===== src/rtl/mac_instruction_sequencer.sv =====
// Program-counter and issue stage for the MAC engine: fetches from instruction memory,
// runs repeat counts and one hardware loop level, and issues ops over valid/ready.
module mac_instruction_sequencer #(
    parameter int unsigned IM_SIZE = 2,
    parameter int unsigned FIELD_W = 32,
    parameter int unsigned CNT_W   = 16
) (
    input  logic                 clk,
    input  logic                 reset,
    input  logic                 start,
    input  logic                 abort,
    output logic [31:0]          PC,
    input  logic [2*FIELD_W-1:0] instruction,
    output logic                 op_valid,
    input  logic                 op_ready,
    output logic [FIELD_W-1:0]   op_payload,
    output logic                 op_last,
    output logic                 busy,
    output logic                 done,
    output logic                 error
);

    localparam int unsigned PC_W    = 32;
    localparam int unsigned TGT_W   = 12;
    localparam int unsigned CNT_LSB = 12;
    localparam int unsigned OPC_LSB = 28;

    localparam logic [3:0] OPC_NOP  = 4'd0;
    localparam logic [3:0] OPC_EXEC = 4'd1;
    localparam logic [3:0] OPC_LOOP = 4'd2;
    localparam logic [3:0] OPC_HALT = 4'd3;

    typedef enum logic [1:0] {IDLE, FETCH, ISSUE, FINISH} state_t;

    state_t             state_q, state_d;
    logic [PC_W-1:0]    pc_d;
    logic [CNT_W-1:0]   rep_q, rep_d;
    logic [CNT_W-1:0]   loop_rem_q, loop_rem_d;
    logic               loop_active_q, loop_active_d;
    logic               valid_d, last_d, busy_d, done_d, error_d;
    logic [FIELD_W-1:0] payload_d;

    // Field decode of the live instruction word
    logic [3:0]         opcode;
    logic [CNT_W-1:0]   count;
    logic [TGT_W-1:0]   target;
    logic [FIELD_W-1:0] field1;
    logic [PC_W-1:0]    pc_inc;
    logic               pc_end;
    logic               target_bad;

    assign opcode     = instruction[OPC_LSB +: 4];
    assign count      = instruction[CNT_LSB +: CNT_W];
    assign target     = instruction[TGT_W-1:0];
    assign field1     = instruction[FIELD_W +: FIELD_W];
    assign pc_inc     = PC + PC_W'(1);
    assign pc_end     = (pc_inc == PC_W'(IM_SIZE));
    assign target_bad = (PC_W'(target) >= PC_W'(IM_SIZE));

    always_ff @(posedge clk or negedge reset) begin
        if (!reset) begin
            state_q       <= IDLE;
            PC            <= '0;
            rep_q         <= '0;
            loop_rem_q    <= '0;
            loop_active_q <= 1'b0;
            op_valid      <= 1'b0;
            op_payload    <= '0;
            op_last       <= 1'b0;
            busy          <= 1'b0;
            done          <= 1'b0;
            error         <= 1'b0;
        end else begin
            state_q       <= state_d;
            PC            <= pc_d;
            rep_q         <= rep_d;
            loop_rem_q    <= loop_rem_d;
            loop_active_q <= loop_active_d;
            op_valid      <= valid_d;
            op_payload    <= payload_d;
            op_last       <= last_d;
            busy          <= busy_d;
            done          <= done_d;
            error         <= error_d;
        end
    end

    always_comb begin
        state_d       = state_q;
        pc_d          = PC;
        rep_d         = rep_q;
        loop_rem_d    = loop_rem_q;
        loop_active_d = loop_active_q;
        valid_d       = op_valid;
        payload_d     = op_payload;
        last_d        = op_last;
        error_d       = error;

        if (abort) begin
            state_d = IDLE;
            valid_d = 1'b0;
        end else begin
            case (state_q)
                IDLE: begin
                    if (start) begin
                        state_d       = FETCH;
                        pc_d          = '0;
                        loop_active_d = 1'b0;
                        error_d       = 1'b0;
                    end
                end
                FETCH: begin
                    case (opcode)
                        OPC_NOP: begin
                            pc_d = pc_inc;
                            if (pc_end) state_d = FINISH;
                        end
                        OPC_EXEC: begin
                            rep_d     = (count == '0) ? '0 : count - CNT_W'(1);
                            payload_d = field1;
                            last_d    = (count <= CNT_W'(1));
                            valid_d   = 1'b1;
                            state_d   = ISSUE;
                        end
                        OPC_LOOP: begin
                            if (target_bad) begin
                                error_d = 1'b1;
                                state_d = FINISH;
                            end else if (!loop_active_q && count > CNT_W'(1)) begin
                                loop_active_d = 1'b1;
                                loop_rem_d    = count - CNT_W'(2);
                                pc_d          = PC_W'(target);
                            end else if (loop_active_q && loop_rem_q != '0) begin
                                loop_rem_d = loop_rem_q - CNT_W'(1);
                                pc_d       = PC_W'(target);
                            end else begin
                                loop_active_d = 1'b0;
                                pc_d          = pc_inc;
                                if (pc_end) state_d = FINISH;
                            end
                        end
                        OPC_HALT: state_d = FINISH;
                        default: begin
                            error_d = 1'b1;
                            state_d = FINISH;
                        end
                    endcase
                end
                ISSUE: begin
                    // op_valid is always high here; payload/last hold until accepted
                    if (op_ready) begin
                        if (rep_q != '0) begin
                            rep_d  = rep_q - CNT_W'(1);
                            last_d = (rep_q == CNT_W'(1));
                        end else begin
                            valid_d = 1'b0;
                            pc_d    = pc_inc;
                            state_d = pc_end ? FINISH : FETCH;
                        end
                    end
                end
                FINISH: state_d = IDLE;
                default: state_d = IDLE;
            endcase
        end

        done_d = (state_d == FINISH);
        busy_d = (state_d != IDLE);
    end

endmodule


===== config.mk =====
export PLATFORM = sky130hd
export DESIGN_NAME = mac_instruction_sequencer
export DESIGN_NICKNAME = d
export VERILOG_FILES = /design/src/rtl/mac_instruction_sequencer.sv
export SDC_FILE = /design/constraint.sdc
export NUM_CORES = 1
export LEC_CHECK = 0
export BUFFER_PORTS_ARGS = -buffer_cell sky130_fd_sc_hd__buf_2
export CAP_MARGIN = 15
export CORE_MARGIN = 3
export CORE_UTILIZATION = 30
export DETAILED_ROUTE_END_ITERATION = 10
export MAX_ROUTING_LAYER = met4
export PLACE_DENSITY = 0.5
export SYNTH_ARGS = -nofsm -noshare
export SYNTH_HDL_FRONTEND = slang
export SYNTH_SLANG_ARGS = --single-unit

===== constraint.sdc =====
create_clock -name clk -period 3.55 [get_ports clk]
set_input_delay 0 -clock clk [delete_from_list [all_inputs] [get_ports clk]]
set_output_delay 0 -clock clk [all_outputs]
set_load 0.05 [all_outputs]

; Yosys cells after proc, flatten, opt, wreduce, memory -nomap -nowiden
; Index checks and enable logic that the tools add are counted.
[totals]
inputBits = 69
reg_bits = 104
elab_cells = 111
[op_classes]
n_lt_le_gt_ge = 3
n_bitwise = 2
n_reduce_logical = 22
muxes = 44
eq_ne = 24
add_sub_neg = 5
[ops]
columns = operator, count
row1 = $mux W32, 6
row2 = $mux W16, 6
row3 = $pmux W32 S3, 1
row4 = $pmux W32 S2, 1
row5 = $sub A16 B1 Y16 const B, 3
row6 = $add A32 B1 Y32 const B, 1
row7 = $eq A32 B2 Y1 const B, 1
row8 = $pmux W16 S2, 1
row9 = $reduce_bool A16 Y1, 2
row10 = $mux W2, 9
row11 = $eq A16 B1 Y1 const B, 1
row12 = $gt A16 B1 Y1 const B, 1
row13 = $le A16 B1 Y1 const B, 1
row14 = $logic_not A16 Y1, 1
row15 = $sub A16 B2 Y16 const B, 1
row16 = $ne A3 B3 Y1 const B, 5
row17 = $reduce_and A5 Y1, 3
row18 = $ne A2 B2 Y1 const B, 7
row19 = $mux W1, 13
row20 = $ge A12 B2 Y1 const B, 1
row21 = $pmux W1 S2, 5
row22 = $eq A4 B2 Y1 const B, 2
row23 = $pmux W2 S4, 1
row24 = $reduce_bool A2 Y1, 4
row25 = other kinds (17), 23

; Longest topological paths before layout
[logic_depth]
word_depth = 10
ltp_mapped = 13

; Worst setup path before layout
; No wires, ideal clock.
[synth_path]
kind = register to register
from = register PC[0]
to = register done
path_buffers = 1
synth_period_minus_slack_ns = 3.358
stages_incl_launch_ff = 12
required_time_ns = 3.470
t_arrival_ns = 3.278
path_slack_ns = 0.192
path_cell_list = dfrtp_1 -> ha_1 -> nand4_1 -> buf_2 -> or3_1 -> nor4_2 -> xnor2_1 -> o211ai_1 -> nor4_2 -> mux2i_1 -> o32a_1 -> nor3_2
[synth_between]
elab_chain_len = 10
word_cells_on_any_way = 13
cone_classes = add/sub (1) / eq/ne (2) / mux (10)
[synth_lines]
columns = element, line
row1 = from (decl), 12  ; output logic [31:0] PC,
row2 = from (signal assigned), 75  ; PC <= pc_d;
row3 = $add A32 B1 Y32 *, 56  ; assign pc_inc = PC + PC_W'(1);
row4 = $eq A32 B2 Y1 *, 57  ; assign pc_end = (pc_inc == PC_W'(IM_SIZE));
row5 = $mux W2, "116, 139"
row6 = $mux W2, 133  ; end else if (loop_active_q && loop_rem_q != '0) begin
row7 = $mux W2, 129  ; end else if (!loop_active_q && count > CNT_W'(1)) begin
row8 = $mux W2, 126  ; if (target_bad) begin
row9 = $pmux W2 S3, 113  ; case (opcode)
row10 = $pmux W2 S4 *, 103  ; case (state_q)
row11 = $mux W2 *, 99  ; if (abort) begin
row12 = $eq A2 B2 Y1 *, 167  ; done_d = (state_d == FINISH);
row13 = net done_d, 40  ; logic valid_d, last_d, busy_d, done_d, error_d;
row14 = to (signal assigned), 83  ; done <= done_d;
row15 = to (decl), 19  ; output logic done,
; The timed path passes the listed nets; every way through them passes the cells marked *.
; A chain may end at the register's enable or synchronous reset.

; Worst setup path in the final report
; Ends and elaborated chain as after synthesis.

==> qor.txt <==
GRT
--------------------------------------------------------------------------------------------------------
Combined global-route utilization of all metal layers .....................................        0.172
Number of global-route vias before repair .................................................         6113
Initial antenna violation count ...........................................................            0
Largest net degree at the start of global routing .........................................           62
Global-route congestion overflow total ....................................................            0
Wire length of the first global-routing pass ..............................................     32900 µm

POWER AND IR DROP
--------------------------------------------------------------------------------------------------------
Leakage ...................................................................................      3.74 nW
Maximum ir drop on the vdd rail ...........................................................     0.189 mV
Total design power ........................................................................      3.89 mW
Pwr dens ..................................................................................   451 mW/mm²

TIMING
--------------------------------------------------------------------------------------------------------
Total of endpoints with negative setup slack in the final report ..........................            0
Shortest clock period the worst path allows after layout ..................................      3.29 ns
Worst-case headroom to the max-slew limit .................................................        0.385
Final Worst Setup Slack ...................................................................     0.259 ns
RSZ-0062 raised after global routing ......................................................        false
Final hold slack ..........................................................................    0.0641 ns
Endpoints failing hold ....................................................................            0
Measured slew at the worst slew-check pin .................................................     0.917 ns
Worst Skew ................................................................................    0.0136 ns
Fmax ......................................................................................      304 MHz
Post-Route Setup TNS ......................................................................         0 ns
Slew Limit Fails ..........................................................................            0
Period utilization ........................................................................        0.927

CLOCKING
--------------------------------------------------------------------------------------------------------
Post-CTS clock slew at the launch and capture registers of the worst setup and hold paths .      0.09 ns
TritonCTS clock tree ......................................................................         done
Number of H-tree levels ...................................................................            3
Longest Clk Path Bufs .....................................................................            2
Clock tree root driver cell ...............................................................    clkbuf_16
Clk Latency, worst-skew pair ..............................................................      0.37 ns
Clk sinks .................................................................................          104
Number of CTS-inserted buffers ............................................................            9

LOGIC SYNTHESIS
--------------------------------------------------------------------------------------------------------
Area share of the leading cell type in the synthesized netlist ............................        0.379
Sequential cell area fraction in the yosys report .........................................        0.379
Number of distinct standard cells referenced by the synthesized netlist ...................           67
Share of flip-flops with an asynchronous set or reset .....................................         1.00
Summed instance area of the synthesized netlist ...........................................  0.00686 mm²
Post-synth top flop .......................................................................      dfrtp_1
Post-synthesis net count ..................................................................          880
Number of warnings reported in the yosys synthesis log ....................................            0
Number of synthesized flops with an enable pin ............................................            0
Post-synthesis cell type with the largest combined area ...................................      dfrtp_1
Biggest area contributors in the synthesized netlist ...................................... dfrtp_1 (38%), mux2_2 (5.6%), o21ai_0 (5.2%)
Cells after synthesis .....................................................................          797
Post-synthesis area per instance ..........................................................     8.61 µm²
Post-synthesis sequential element count ...................................................          104

SETUP PATH
--------------------------------------------------------------------------------------------------------
Setup CP Type .............................................................................      reg2reg
Launching element type of the critical path ...............................................    flip-flop
Critical Path End Type ....................................................................    flip-flop
Data required time at the worst endpoint ..................................................      3.83 ns
Crit path max fanout ......................................................................            7
Arrival time of data at the critical path endpoint ........................................      3.58 ns

FINISH
--------------------------------------------------------------------------------------------------------
Fraction of layout cells with a size suffix above 1 .......................................        0.242
Sequential Area ...........................................................................  0.00260 mm²
Area growth syn-to-layout .................................................................        25.7%
Final core utilization ....................................................................        0.389
Area occupied by multi-input gates ........................................................  0.00397 mm²
Fillcell total ............................................................................         2245
Count of inserted antenna diode cells .....................................................            0
Fin cells .................................................................................         1246
Number of nets in the final layout ........................................................         1044
Final non-filler cell area ................................................................  0.00863 mm²

OUTCOME
--------------------------------------------------------------------------------------------------------
Run status ................................................................................ finished, final reports clean

FLOORPLANNING
--------------------------------------------------------------------------------------------------------
Floorplan die area ........................................................................   0.0247 mm²
Initial standard-cell utilization of the core .............................................        0.310
Row count .................................................................................           54
Core ar. ..................................................................................   0.0222 mm²
Height of the chip ........................................................................       157 µm
Ports .....................................................................................          138
X dimension of the die ....................................................................       157 µm

ROUTE
--------------------------------------------------------------------------------------------------------
Via count normalized by instance count ....................................................         5.26
Average wire per cell in the routed design ................................................      17.0 µm
Total number of vias ......................................................................         6554
Total routed wirelength ...................................................................     21200 µm
Antenna Violating Nets Remaining ..........................................................            0
Detailed Routing Iterations Pass 1 ........................................................            5
DRC violation total after the first TritonRoute iteration .................................          516
Residual DRC ..............................................................................            0

PLACED DESIGN
--------------------------------------------------------------------------------------------------------
GP Congestion .............................................................................        0.922
IO Port Bufs ..............................................................................          137
Dpl hpwl ..................................................................................     15300 µm
Placed Cells ..............................................................................         1185
Post-Place Setup Slack ....................................................................     0.164 ns
Post-placement cell area ..................................................................  0.00786 mm²

RUN
--------------------------------------------------------------------------------------------------------
Number of max-cap violations ..............................................................            0

MIN PATH
--------------------------------------------------------------------------------------------------------
Hold/Removal Path Class ...................................................................       in2reg

## state kept, by name (all words and copies together) (netlist names)
name and flops:
loop_rem_q 16, op_last 1, rep_q 16, error 1
loop_active_q 1, op_valid 1, PC 32, busy 1
state_q 2, done 1, op_payload 32
## kinds of logic (layout without fill, tap and decap cells)
| kind of cell | after synthesis | in the layout | share of synthesized area |
|---|---|---|---|
| adder cells (fa/ha/maj) | 14 | 14 | 0.0255 |
| AND/OR/NAND/NOR | 307 | 307 | 0.236 |
| multiplexers | 41 | 41 | 0.0660 |
| AO/OA/AOI/OAI | 211 | 211 | 0.195 |
| XOR/XNOR | 41 | 41 | 0.0523 |
| buffers and inverters | 79 | 248 | 0.0461 |
| flip-flops | 104 | 104 | 0.379 |
## worst max-delay path: stages, from the launching register on
cell	delay, ns
dfrtp_1	0.36
ha_1	0.27
nand4_1	0.31
buf_4	0.27
or4b_1	0.50
a32oi_1	0.24
o2111ai_1	0.21
nor4_4	0.40
mux2i_1	0.12
o32a_1	0.38
nor3_2	0.13
## report_power, final
| part | leakage [nW] | switching (mW) | total, mW | internal, mW |
|---|---|---|---|---|
| logic | 2.22 | 0.852 | 1.28 | 0.433 |
| registers | 1.37 | 0.180 | 1.56 | 1.38 |
| clock network | 0.150 | 0.541 | 1.05 | 0.506 |
| total | 3.74 | 1.57 | 3.89 | 2.32 |
## worst paths after layout
check | from | to | slack [ns] | depth (start not counted)
setup / recovery | PC[0] | done | 0.26 | 10
hold / removal | instruction[14] | rep_q[2] | 0.06 | 3
setup reg to reg | PC[0] | done | 0.26 | 10
hold reg to reg | op_last | op_last | 0.48 | 2
max in group asynchronous | reset | op_payload[16] | 2.43 | 3
min in group asynchronous | reset | loop_rem_q[3] | 0.26 | 2
## layout make-up
class	instances	share of cell area
multi-input combinational	614	0.460
sequential	104	0.302
timing repair buffer	203	0.150
tap	280	0.0406
clock buffer	9	0.0261
inverter	29	0.0126
clock inverter	7	0.00942
## placed cells by master, fill, tap and decap left out, types with 6 or more instances in the layout
master	n
buf_2	136
dfrtp_1	104
nand2_1	83
o21ai_0	71
nor2_1	55
a21oi_1	46
dlygate4sd3_1	44
nor3_1	36
mux2_2	34
inv_1	28
nand3_1	27
buf_4	23
xor2_1	22
xnor2_1	19
nor4_1	18
o31ai_1	15
ha_1	14
nand4_1	11
and4_1	9
or3_1	9
o22ai_1	9
clkbuf_16	9
o41ai_1	8
a22oi_1	8
a221o_1	8
nand2b_1	7
mux2i_1	7
and3_1	6
or2_2	6
a32oi_1	6
## cell usage after synthesis, types with 4 or more instances
cell type  count
mux2i_1        7
nor3_1        37
o22ai_1        9
or4_1          4
ha_1          14
a221o_1        8
clkbuf_1      38
inv_1         28
or2_2          6
a21oi_1       46
xor2_1        22
nor2_1        56
nor4_1        18
and2_1         5
o31ai_1       15
o41ai_1        8
nand2_1       83
o21ai_0       72
nand2b_1       7
and4_1         9
nand4b_1       4
xnor2_1       19
dfrtp_1      104
a22oi_1        8
mux2_2        34
nand3_1       27
o21a_1         4
nand4_1       11
a32oi_1        6
a21o_1         4
or3_1          9
buf_2         10
and3_1         6
## what timing repair did
action,in CTS,in global routing
buffers inserted,0,1
hold endpoints to repair,103,0
gates resized for setup,0,3
setup endpoints to repair,0,4
hold buffers,44,0
## layer usage
metal,wire [µm],global-route usage,vias up
met2,9170,0.257,191
met4,308,0.0500,0
li1,-,-,3256
met5,0,-,-
met1,10700,0.245,3084
met3,968,0.0220,23
Power figures use the tool's default switching activity.
